`src/rtl/w_side_frontend.sv`:
```
// Write-side front end of the async FIFO: skid-buffered producer handshake, RAM write port and r_ptr_g synchroniser.
// Define WFE_LEVEL_EN to build the write-side fill level (w_level) and almost-full flag (w_afull).
module w_side_frontend #(
   parameter int DATA_W       = 8,
   parameter int ADDR_W       = 6,
   parameter int SYNC_STAGES  = 2,
   parameter int AFULL_THRESH = 56
) (
   input  logic              w_clk,
   input  logic              w_rst,
   input  logic              s_valid,
   output logic              s_ready,
   input  logic [DATA_W-1:0] s_data,
   input  logic [ADDR_W:0]   r_ptr_g,
   output logic [ADDR_W:0]   r_ptr_g_sync,
   input  logic [ADDR_W:0]   w_ptr_g,
   input  logic              w_full,
   input  logic [ADDR_W-1:0] w_addr,
   output logic              w_en,
   output logic              mem_we,
   output logic [ADDR_W-1:0] mem_waddr,
   output logic [DATA_W-1:0] mem_wdata,
   output logic [ADDR_W:0]   w_level,
   output logic              w_afull
);
   localparam int PW = ADDR_W + 1;

   typedef enum logic [1:0] {EMPTY, ONE, TWO} state_t;

   state_t                           state, state_nx;
   logic [DATA_W-1:0]                m_q, k_q;
   logic [SYNC_STAGES-1:0][PW-1:0]   sync_q;
   logic                             accept;

   assign accept       = s_valid & s_ready;
   assign w_en         = (state != EMPTY) & ~w_full;
   assign mem_we       = w_en;
   assign mem_waddr    = w_addr;
   assign mem_wdata    = m_q;
   assign r_ptr_g_sync = sync_q[SYNC_STAGES-1];

   always_comb begin
      state_nx = state;
      case (state)
         EMPTY:   if (accept) state_nx = ONE;
         ONE:     if (accept && !w_en) state_nx = TWO;
                  else if (!accept && w_en) state_nx = EMPTY;
         TWO:     if (w_en) state_nx = ONE;
         default: state_nx = EMPTY;
      endcase
   end

   // K only ever catches a word while M is occupied and stalled, so order is M then K.
   always_ff @(posedge w_clk or posedge w_rst) begin
      if (w_rst) begin
         state   <= EMPTY;
         s_ready <= 1'b0;
         m_q     <= '0;
         k_q     <= '0;
      end else begin
         state   <= state_nx;
         s_ready <= (state_nx != TWO);
         case (state)
            EMPTY: if (accept) m_q <= s_data;
            ONE: begin
               if (accept && w_en)  m_q <= s_data;
               if (accept && !w_en) k_q <= s_data;
            end
            TWO:     if (w_en) m_q <= k_q;
            default: ;
         endcase
      end
   end

   // Plain flop chain: nothing may sit between stages of a crossing.
   always_ff @(posedge w_clk or posedge w_rst) begin
      if (w_rst) sync_q <= '0;
      else       sync_q <= {sync_q[SYNC_STAGES-2:0], r_ptr_g};
   end

`ifdef WFE_LEVEL_EN
   function automatic logic [PW-1:0] g2b(input logic [PW-1:0] g);
      logic [PW-1:0] b;
      b[PW-1] = g[PW-1];
      for (int i = PW-2; i >= 0; i--) b[i] = b[i+1] ^ g[i];
      return b;
   endfunction

   logic [PW-1:0] lvl_nx;

   // Uses the synchronised read pointer, so the level over-reports until reads cross over.
   assign lvl_nx = g2b(w_ptr_g) - g2b(r_ptr_g_sync);

   always_ff @(posedge w_clk or posedge w_rst) begin
      if (w_rst) begin
         w_level <= '0;
         w_afull <= 1'b0;
      end else begin
         w_level <= lvl_nx;
         w_afull <= (lvl_nx >= PW'(AFULL_THRESH));
      end
   end
`else
   logic unused_w_ptr_g;

   assign unused_w_ptr_g = ^w_ptr_g;
   assign w_level        = '0;
   assign w_afull        = 1'b0;
`endif

endmodule

```
`config.mk`:
```
export PLATFORM = sky130hd
export DESIGN_NAME = w_side_frontend
export DESIGN_NICKNAME = d
export VERILOG_FILES = /design/src/rtl/w_side_frontend.sv
export SDC_FILE = /design/constraint.sdc
export NUM_CORES = 1
export LEC_CHECK = 0
export CELL_PAD_IN_SITES_DETAIL_PLACEMENT = 1
export CELL_PAD_IN_SITES_GLOBAL_PLACEMENT = 2
export CORE_UTILIZATION = 25
export DETAILED_ROUTE_END_ITERATION = 7
export PLACE_DENSITY_LB_ADDON = 0.1
export RECOVER_POWER = 100
export SLEW_MARGIN = 0
export SYNTH_ARGS = -nofsm -noshare
export SYNTH_HDL_FRONTEND = slang
export SYNTH_SLANG_ARGS = --single-unit
```
`constraint.sdc`:
```
create_clock -name w_clk -period 1.6 [get_ports w_clk]
set_clock_uncertainty 0.05 [all_clocks]
set_input_delay 0.24 -clock w_clk [delete_from_list [all_inputs] [get_ports w_clk]]
set_output_delay 0.24 -clock w_clk [all_outputs]
set_load 0.01 [all_outputs]
```
==> Flow_metrics.wiki, run 1 <==
{| class="wikitable"
! Metric !! Value
|-
| Min-Delay Path Depth || 2
|-
| Share of cells above drive strength 1 || 0.194
|-
| Root buffer cell || clkbuf_8
|-
| Setup repair after global routing missed its margin || false
|-
| Area leader, netlist || dfrtp_1
|-
| Overflow left after global routing || 0
|-
| CP max FO || 2
|-
| Final period util || 0.965
|-
| Final setup slack of the worst path || approximately 0.057 ns
|-
| Die span in x || around 76 um
|-
| Global-route total usage across every layer || 0.109
|-
| Cell breakdown of the critical path || dlygate4sd3_1
|-
| Total of flip-flops plus latches after synthesis || 33
|-
| WP data required || between 1 and 1.5 ns
|-
| Count of different cell masters after synthesis || 21
|-
| Total number of clock tree sinks || 33
|-
| Commonest cells after routing, fill and taps aside || dfrtp_1 (33), clkdlybuf4s50_1 (17), dlygate4sd3_1 (16)
|-
| Kind of end point of the critical path || output port
|-
| Total wirelength of the detailed-routed design || ~2600 um
|-
| Net count of the finished layout || approximately 170
|-
| Worst min-delay path startpoint || w_full
|-
| Via density per instance || just over 4
|-
| Type of origin of the critical path || register
|-
| Average wire length per cell after detail routing || between 10 and 15 um
|-
| Initial core utilization || 0.261
|-
| Post-route DRC || 0
|-
| Final hold vios || 0
|-
| Initial DRC count || 21
|-
| Status || complete, no violations
|-
| Cell internal power dissipation || between 1.5 and 2 mW
|-
| Iteration count of the initial detailed-routing pass || 4
|-
| Combined area of all synthesized cells || between 1000 and 1500 um2
|-
| Pin count of the biggest net entering global routing || 34
|-
| PortBufs || 36
|-
| Post-route antenna net violation count || 0
|-
| Parity-gate share of the synthesized area counting xor and xnor cells || 0
|-
| Register area share after synthesis || 0.611
|-
| Share of synthesized area spent on multiplexers || 0.0740
|-
| Arrival time at the worst endpoint || ~1.3 ns
|-
| Max-cap violations || 0
|-
| Final setup vio count || 0
|-
| Most frequent standard cell in the layout excluding fill and tap cells || dfrtp_1
|-
| Hold_buf cts || 0
|-
| HP Class || in2reg
|-
| Power density over the cells || ~1500 nW/um2
|-
| YS warnings || 0
|-
| Latest clock arrival within the worst-skew pair || ~0.28 ns
|-
| Die area || about 5700 um2
|-
| WP buf/inv || 1
|-
| Initial antenna violation count || 0
|-
| Top Ports || between 60 and 70
|-
| Global-route wire length before repair || approximately 4400 um
|-
| Dominant combinational cell family by area after synthesis || buffers and inverters
|-
| Mean area per synthesized cell || roughly 14 um2
|-
| Proportion of power drawn by flip-flops and latches || 0.442
|-
| Relative slew margins || 0.455
|-
| Crit-path slowest cell || dlygate4sd3_1
|-
| Adder and majority gate portion of the synthesized area || 0
|-
| Worst setup timing slack at the placement stage || -0.277 ns
|-
| Maximum clock frequency || 648 MHz
|-
| Total of fill cells in the finished design || 558
|-
| Clk network pwr share || 0.224
|-
| Net switching fraction of the power || 0.282
|-
| Critical register-to-register path startpoint || state[1]
|-
| Switch Pwr || around 780 uW
|-
| Post-layout minimum cycle time || ~1.5 ns
|-
| Synthesized-area fraction occupied by ao, oa, aoi and oai cells || 0.135
|-
| Area growth from synthesis to layout || 34.2%
|-
| CTS tree || yes
|-
| Maximum vdd ir drop || between 0.6 and 0.7 mV
|-
| # placed instances || around 190
|-
| Slew Limit Fails || 0
|-
| Logic depth of the worst register-to-register path || 5
|-
| Detailed-route via count || approximately 830
|-
| Type of the worst setup path || reg2out
|-
| Antenna diode instance count || 0
|-
| Post-layout instance count excluding filler cells || just over 200
|-
| Worst-case register-to-register setup slack || 0.11 ns
|-
| Min-Delay Endpoint || s_ready
|-
| GP Congestion || 0.647
|-
| Synth top area cells || dfrtp_1 (61%), buf_4 (13%), mux2_2 (6.7%), o32a_1 (5.9%), o21a_1 (4.4%)
|-
| Synthesized-area fraction occupied by and/or/nand/nor cells || 0.0352
|-
| Maximum single-stage delay on the critical path || 0.61 ns
|-
| Via count of the first global-routing pass || between 800 and 900
|-
| Clock buffer count from CTS || 5
|-
| Maximum level of the CTS H-tree || 2
|-
| Die H || roughly 76 um
|-
| Number of instances in the synthesized netlist || 99
|-
| Post-CTS clock slew at the launch and capture registers of the worst setup and hold paths || approximately 0.07 ns
|-
| Maximum root-to-sink buffer count || 2
|-
| Total number of placement rows || 26
|-
| Terminus of the critical flop-to-flop path || mem_wdata[3]
|-
| Post-layout util || 0.351
|-
| Kind of cell adding the most delay to the critical path || buffers and inverters
|-
| Placeable Area || just over 5000 um2
|-
| Final HPWL DP || about 1800 um
|-
| Leakage power of the design || ~0.8 nW
|-
| Logic pwr share || 0.333
|-
| Fraction of synthesized cell area taken by the top area cell type || 0.611
|-
| Least-Margin Pin Slew || 0.817 ns
|}
[Yosys cell counts]
cell type  number
o21ai_4         1
inv_1           2
nor2_1          2
and2_1          1
nand2_1         1
nor2b_1         1
o22ai_1         1
or3b_1          1
nand3b_1        1
conb_1          1
dfrtp_1        33
a21o_1          1
mux2i_1         1
nor3b_1         1
buf_4          24
buf_2           1
mux2_2          8
a21oi_1         1
o21a_1          8
a21boi_0        1
o32a_1          8
[state kept, by name, indices dropped and copies added, names as in the netlist]
register	count
k_q	8
mem_wdata	8
r_ptr_g_sync	7
s_ready	1
state	2
sync_q	7
[metal layers]
metal,global-route usage,part of all wire,vias up
met1,0.143,0.46,401
li1,-,-,386
met4,0.0432,0.015,0
met3,0.0397,0.062,6
met2,0.164,0.46,32
met5,0,0,-
[logic make-up after synthesis]
family,count (synthesis)
flip-flops,33
buffers and inverters,27
AO/OA/AOI/OAI,21
multiplexers,9
AND/OR/NAND/NOR,8
other,1
[through the flow]
stage	hold slack [ns]	power [mW]	instance area (um2)	setup TNS, ns
2_1_floorplan	0.221	1.74	1380	0
3_3_place_gp	0.281	2.14	1710	-3.54
3_5_place_dp	0.286	2.16	1710	-3.91
4_1_cts	0.301	2.81	1800	0
5_1_grt	0.256	2.94	1820	0
6_report	0.223	2.75	1820	0
[layout make-up]
cell class	count	area, um2	share of cell area
tap	70	87.6	0.0482
inverter	2	7.51	0.00414
multi-input combinational	46	365	0.201
timing repair buffer	46	443	0.244
sequential	33	826	0.455
clock buffer	7	86.3	0.0476
[what timing repair did]
| action | 4_1_cts | 5_1_grt |
|---|---|---|
| hold endpoints to repair | 0 | 0 |
| setup buffers | 1 | 1 |
| cloned | 0 | 1 |
| resized for setup | 2 | 5 |
| setup endpoints to repair | 2 | 8 |
[power by group through the flow]
stage | registers, mW | clock network, mW | logic, mW
after detailed placement | 1.24 | 0 | 0.924
after global routing | 1.25 | 0.691 | 1.00
after floorplan | 1.26 | 0 | 0.481
after global placement | 1.23 | 0 | 0.913
after CTS | 1.22 | 0.657 | 0.932
final | 1.22 | 0.617 | 0.915
[how the worst max path moves through the flow]
stage,endpoint,from,cells after the start,slack [ns]
after detailed placement,k_q[1],w_full,5,-0.28
after global routing,mem_wdata[4],mem_wdata[4],1,0.02
after CTS,k_q[1],w_full,5,0.01
after global placement,k_q[3],w_full,5,-0.25
final,mem_wdata[4],mem_wdata[4],1,0.06
after floorplan,k_q[0],state[0],4,0.26
Note: power is estimated with default switching activity, not from simulation.
==> run 2, diff against run 1 <==
--- a/config.mk
+++ b/config.mk
@@ -7,7 +7,7 @@
 export LEC_CHECK = 0
 export CELL_PAD_IN_SITES_DETAIL_PLACEMENT = 1
 export CELL_PAD_IN_SITES_GLOBAL_PLACEMENT = 2
-export CORE_UTILIZATION = 25
+export CORE_UTILIZATION = 27
 export DETAILED_ROUTE_END_ITERATION = 7
 export PLACE_DENSITY_LB_ADDON = 0.1
 export RECOVER_POWER = 100
==> constraint.sdc (replaced) <==
create_clock -name w_clk -period 1.9 [get_ports w_clk]
set_clock_uncertainty 0.05 [all_clocks]
set_input_delay 0.285 -clock w_clk [delete_from_list [all_inputs] [get_ports w_clk]]
set_output_delay 0.285 -clock w_clk [all_outputs]
set_load 0.01 [all_outputs]
==> run 2 against run 1 <==
Effect of this change: count of clock-buffer cells in the layout unchanged; clock power up 7.8%; non-clock buffer count down 3; flip-flop and latch count unchanged; global-route usage up 0.43 points; design area down 1.2%; final cell count down 2.5%; total power down 13%; via count down 0.12%; combinational power down 24%; sequential power down 16%; worst setup slack better by 0.044 ns; critical endpoint is now w_en; largest power group unchanged; highest routed layer unchanged.
==> Flow_metrics.wiki, run 2 (synthesis gave the netlist of run 1 again) <==
{| class="wikitable"
! Metric !! Value
|-
| Maximum level of the CTS H-tree || 2 (unchanged)
|-
| Total wirelength of the detailed-routed design || 2650 um (was 2630 um)
|-
| Commonest cells after routing, fill and taps aside || dfrtp_1 (32), dlygate4sd3_1 (24), clkdlybuf4s50_1 (12) (was dfrtp_1 (33), clkdlybuf4s50_1 (17), dlygate4sd3_1 (16))
|-
| Total number of placement rows || 25 (was 26)
|-
| Maximum root-to-sink buffer count || 2 (unchanged)
|-
| Global-route wire length before repair || 4330 um (was 4430 um)
|-
| Type of the worst setup path || in2out (was reg2out)
|-
| Final hold vios || 0 (unchanged)
|-
| Type of origin of the critical path || primary input (was register)
|-
| Maximum clock frequency || 556 MHz
|-
| Logic pwr share || 0.290 (was 0.333)
|-
| Kind of end point of the critical path || output port (unchanged)
|-
| Die span in x || 72.8 um (was 75.6 um)
|-
| Area growth from synthesis to layout || 32.6% (was 34.2%)
|-
| Average wire length per cell after detail routing || 13.3 um (was 12.9 um)
|-
| Slew Limit Fails || 0 (unchanged)
|-
| Die H || 72.8 um (was 75.6 um)
|-
| Initial core utilization || 0.283 (was 0.261)
|-
| Post-CTS clock slew at the launch and capture registers of the worst setup and hold paths || 0.06 ns (was 0.07 ns)
|-
| Root buffer cell || clkbuf_8 (unchanged)
|-
| Relative slew margins || 0.453 (was 0.455)
|-
| Setup repair after global routing missed its margin || false (unchanged)
|-
| Via count of the first global-routing pass || 883 (was 898)
|-
| Switch Pwr || 647 uW (was 776 uW)
|-
| Maximum single-stage delay on the critical path || 0.54 ns (was 0.61 ns)
|-
| Top Ports || 64 (unchanged)
|-
| Clk network pwr share || 0.279 (was 0.224)
|-
| Final-layout setup total negative slack || 0 ns (unchanged)
|-
| Leakage power of the design || 0.744 nW (was 0.782 nW)
|-
| Kind of cell adding the most delay to the critical path || buffers and inverters (unchanged)
|-
| Iteration count of the initial detailed-routing pass || 3 (was 4)
|-
| Arrival time at the worst endpoint || 1.46 ns (was 1.25 ns)
|-
| Net count of the finished layout || 163 (was 166)
|-
| Post-route DRC || 0 (unchanged)
|-
| CP max FO || 4 (was 2)
|-
| Post-route antenna net violation count || 0 (unchanged)
|-
| CTS tree || yes (unchanged)
|-
| Post-layout minimum cycle time || 1.80 ns
|-
| Detailed-route via count || 824 (was 825)
|-
| Total of fill cells in the finished design || 517 (was 558)
|-
| Pin count of the biggest net entering global routing || 34 (unchanged)
|-
| Crit path top cell by count || clkdlybuf4s50_1
|-
| Final HPWL DP || 1840 um (was 1800 um)
|-
| Initial DRC count || 29 (was 21)
|-
| Final Total Pwr || 2.39 mW (was 2.75 mW)
|-
| Cell internal power dissipation || 1.74 mW (was 1.97 mW)
|-
| Final setup vio count || 0 (unchanged)
|-
| Power density over the cells || 1330 nW/um2 (was 1510 nW/um2)
|-
| Clock buffer count from CTS || 5 (unchanged)
|-
| WP data required || 1.56 ns (was 1.31 ns)
|-
| GP Congestion || 0.710 (was 0.647)
|-
| Latest clock arrival within the worst-skew pair || 0.27 ns (was 0.28 ns)
|-
| Crit-path slowest cell || clkdlybuf4s50_1 (was dlygate4sd3_1)
|-
| WP buf/inv || 2 (was 1)
|-
| Net switching fraction of the power || 0.271 (was 0.282)
|-
| HP Class || reg2reg (was in2reg)
|-
| PortBufs || 36 (unchanged)
|-
| Maximum vdd ir drop || 0.536 mV (was 0.624 mV)
|-
| Antenna diode instance count || 0 (unchanged)
|-
| Number of post-CTS setup repair buffers || 0 (was 1)
|-
| Final period util || 0.947
|-
| Status || complete, no violations (unchanged)
|-
| Total number of clock tree sinks || 33 (unchanged)
|-
| Initial antenna violation count || 0 (unchanged)
|-
| Max-cap violations || 0 (unchanged)
|-
| Overflow left after global routing || 0 (unchanged)
|-
| Die area || 5300 um2 (was 5710 um2)
|-
| Placeable Area || 4790 um2 (was 5170 um2)
|-
| Most frequent standard cell in the layout excluding fill and tap cells || dfrtp_1 (unchanged)
|-
| Via density per instance || 4.14 (was 4.04)
|-
| Share of cells above drive strength 1 || 0.174 (was 0.194)
|-
| Cell breakdown of the critical path || clkdlybuf4s50_1 > nor2_2 > clkdlybuf4s50_1 (was dlygate4sd3_1)
|-
| Global-route total usage across every layer || 0.113 (was 0.109)
|-
| Least-Margin Pin Slew || 0.820 ns (was 0.817 ns)
|-
| Proportion of power drawn by flip-flops and latches || 0.431 (was 0.442)
|}
==> run 2: changes by cell type in the layout (fill, tap and decap cells not counted), sizes merged <==
cell,delta
dlygate4sd2,-2
dlymetal6s2s,-1
bufinv,+1
buf,-3
clkdlybuf4s50,-5
dlygate4sd3,+8
==> run 2: final timing paths <==
check / start / end / slack (ns) / depth (start not counted)
max: w_full / w_en / 0.10 / 3
min: sync_q[4] / r_ptr_g_sync[4] / 0.30 / 0
max reg2reg: state[0] / mem_wdata[2] / 0.21 / 4
min reg2reg: sync_q[4] / r_ptr_g_sync[4] / 0.30 / 0
max in group asynchronous: w_rst / state[1] / 0.58 / 3
min in group asynchronous: w_rst / sync_q[6] / 0.65 / 3
==> run 2: through the flow <==
step / hold slack [ns] / setup WS (ns) / cell area [um2] / cells / utilization
after CTS: 0.302 / 0.0613 / 1810 / 199 / 0.378
after detailed placement: 0.286 / -0.0618 / 1690 / 191 / 0.353
after global placement: 0.282 / -0.0104 / 1690 / 191 / 0.353
after global routing: 0.308 / 0.00933 / 1790 / 199 / 0.375
final: 0.298 / 0.100 / 1790 / 199 / 0.375
after floorplan: 0.266 / 0.556 / 1380 / 106 / -
==> run 2: timing repair <==
| item | 4_1_cts | 5_1_grt |
|---|---|---|
| resized for setup | 0 | 2 |
| endpoints found under the setup margin | 0 | 2 |
| hold buffers | 0 | 0 |
==> run 2: power by group through the flow <==
stage               clock network (mW)  logic (mW)  registers, mW
CTS                              0.695       0.761           1.04
detailed placement                   0       0.757           1.05
global route                     0.718       0.753           1.06
global placement                     0       0.746           1.03
floorplan                            0       0.405           1.06
finish                           0.665       0.693           1.03
==> run 2: cell type report <==
cell class	count	area, um2	area share
Clock buffer	7	86.3	0.0482
Clock inverter	1	30.0	0.0167
Inverter	2	7.51	0.00419
Multi-Input combinational cell	46	352	0.196
Sequential cell	33	827	0.461
Tap cell	67	83.8	0.0468
Timing Repair Buffer	43	407	0.227
==> run 2: worst reg2reg max path, cell delays in order (launching register included) <==
cell and delay [ns]:
dfrtp_1 0.43, and2_0 0.18, clkbuf_4 0.20, o21ai_1 0.58
o21a_1 0.19
==> run 2: routing by layer <==
metal,GRT usage,share of wire
met5,0,0
met4,0.0566,0.014
met3,0.0483,0.063
met2,0.171,0.49
met1,0.138,0.44
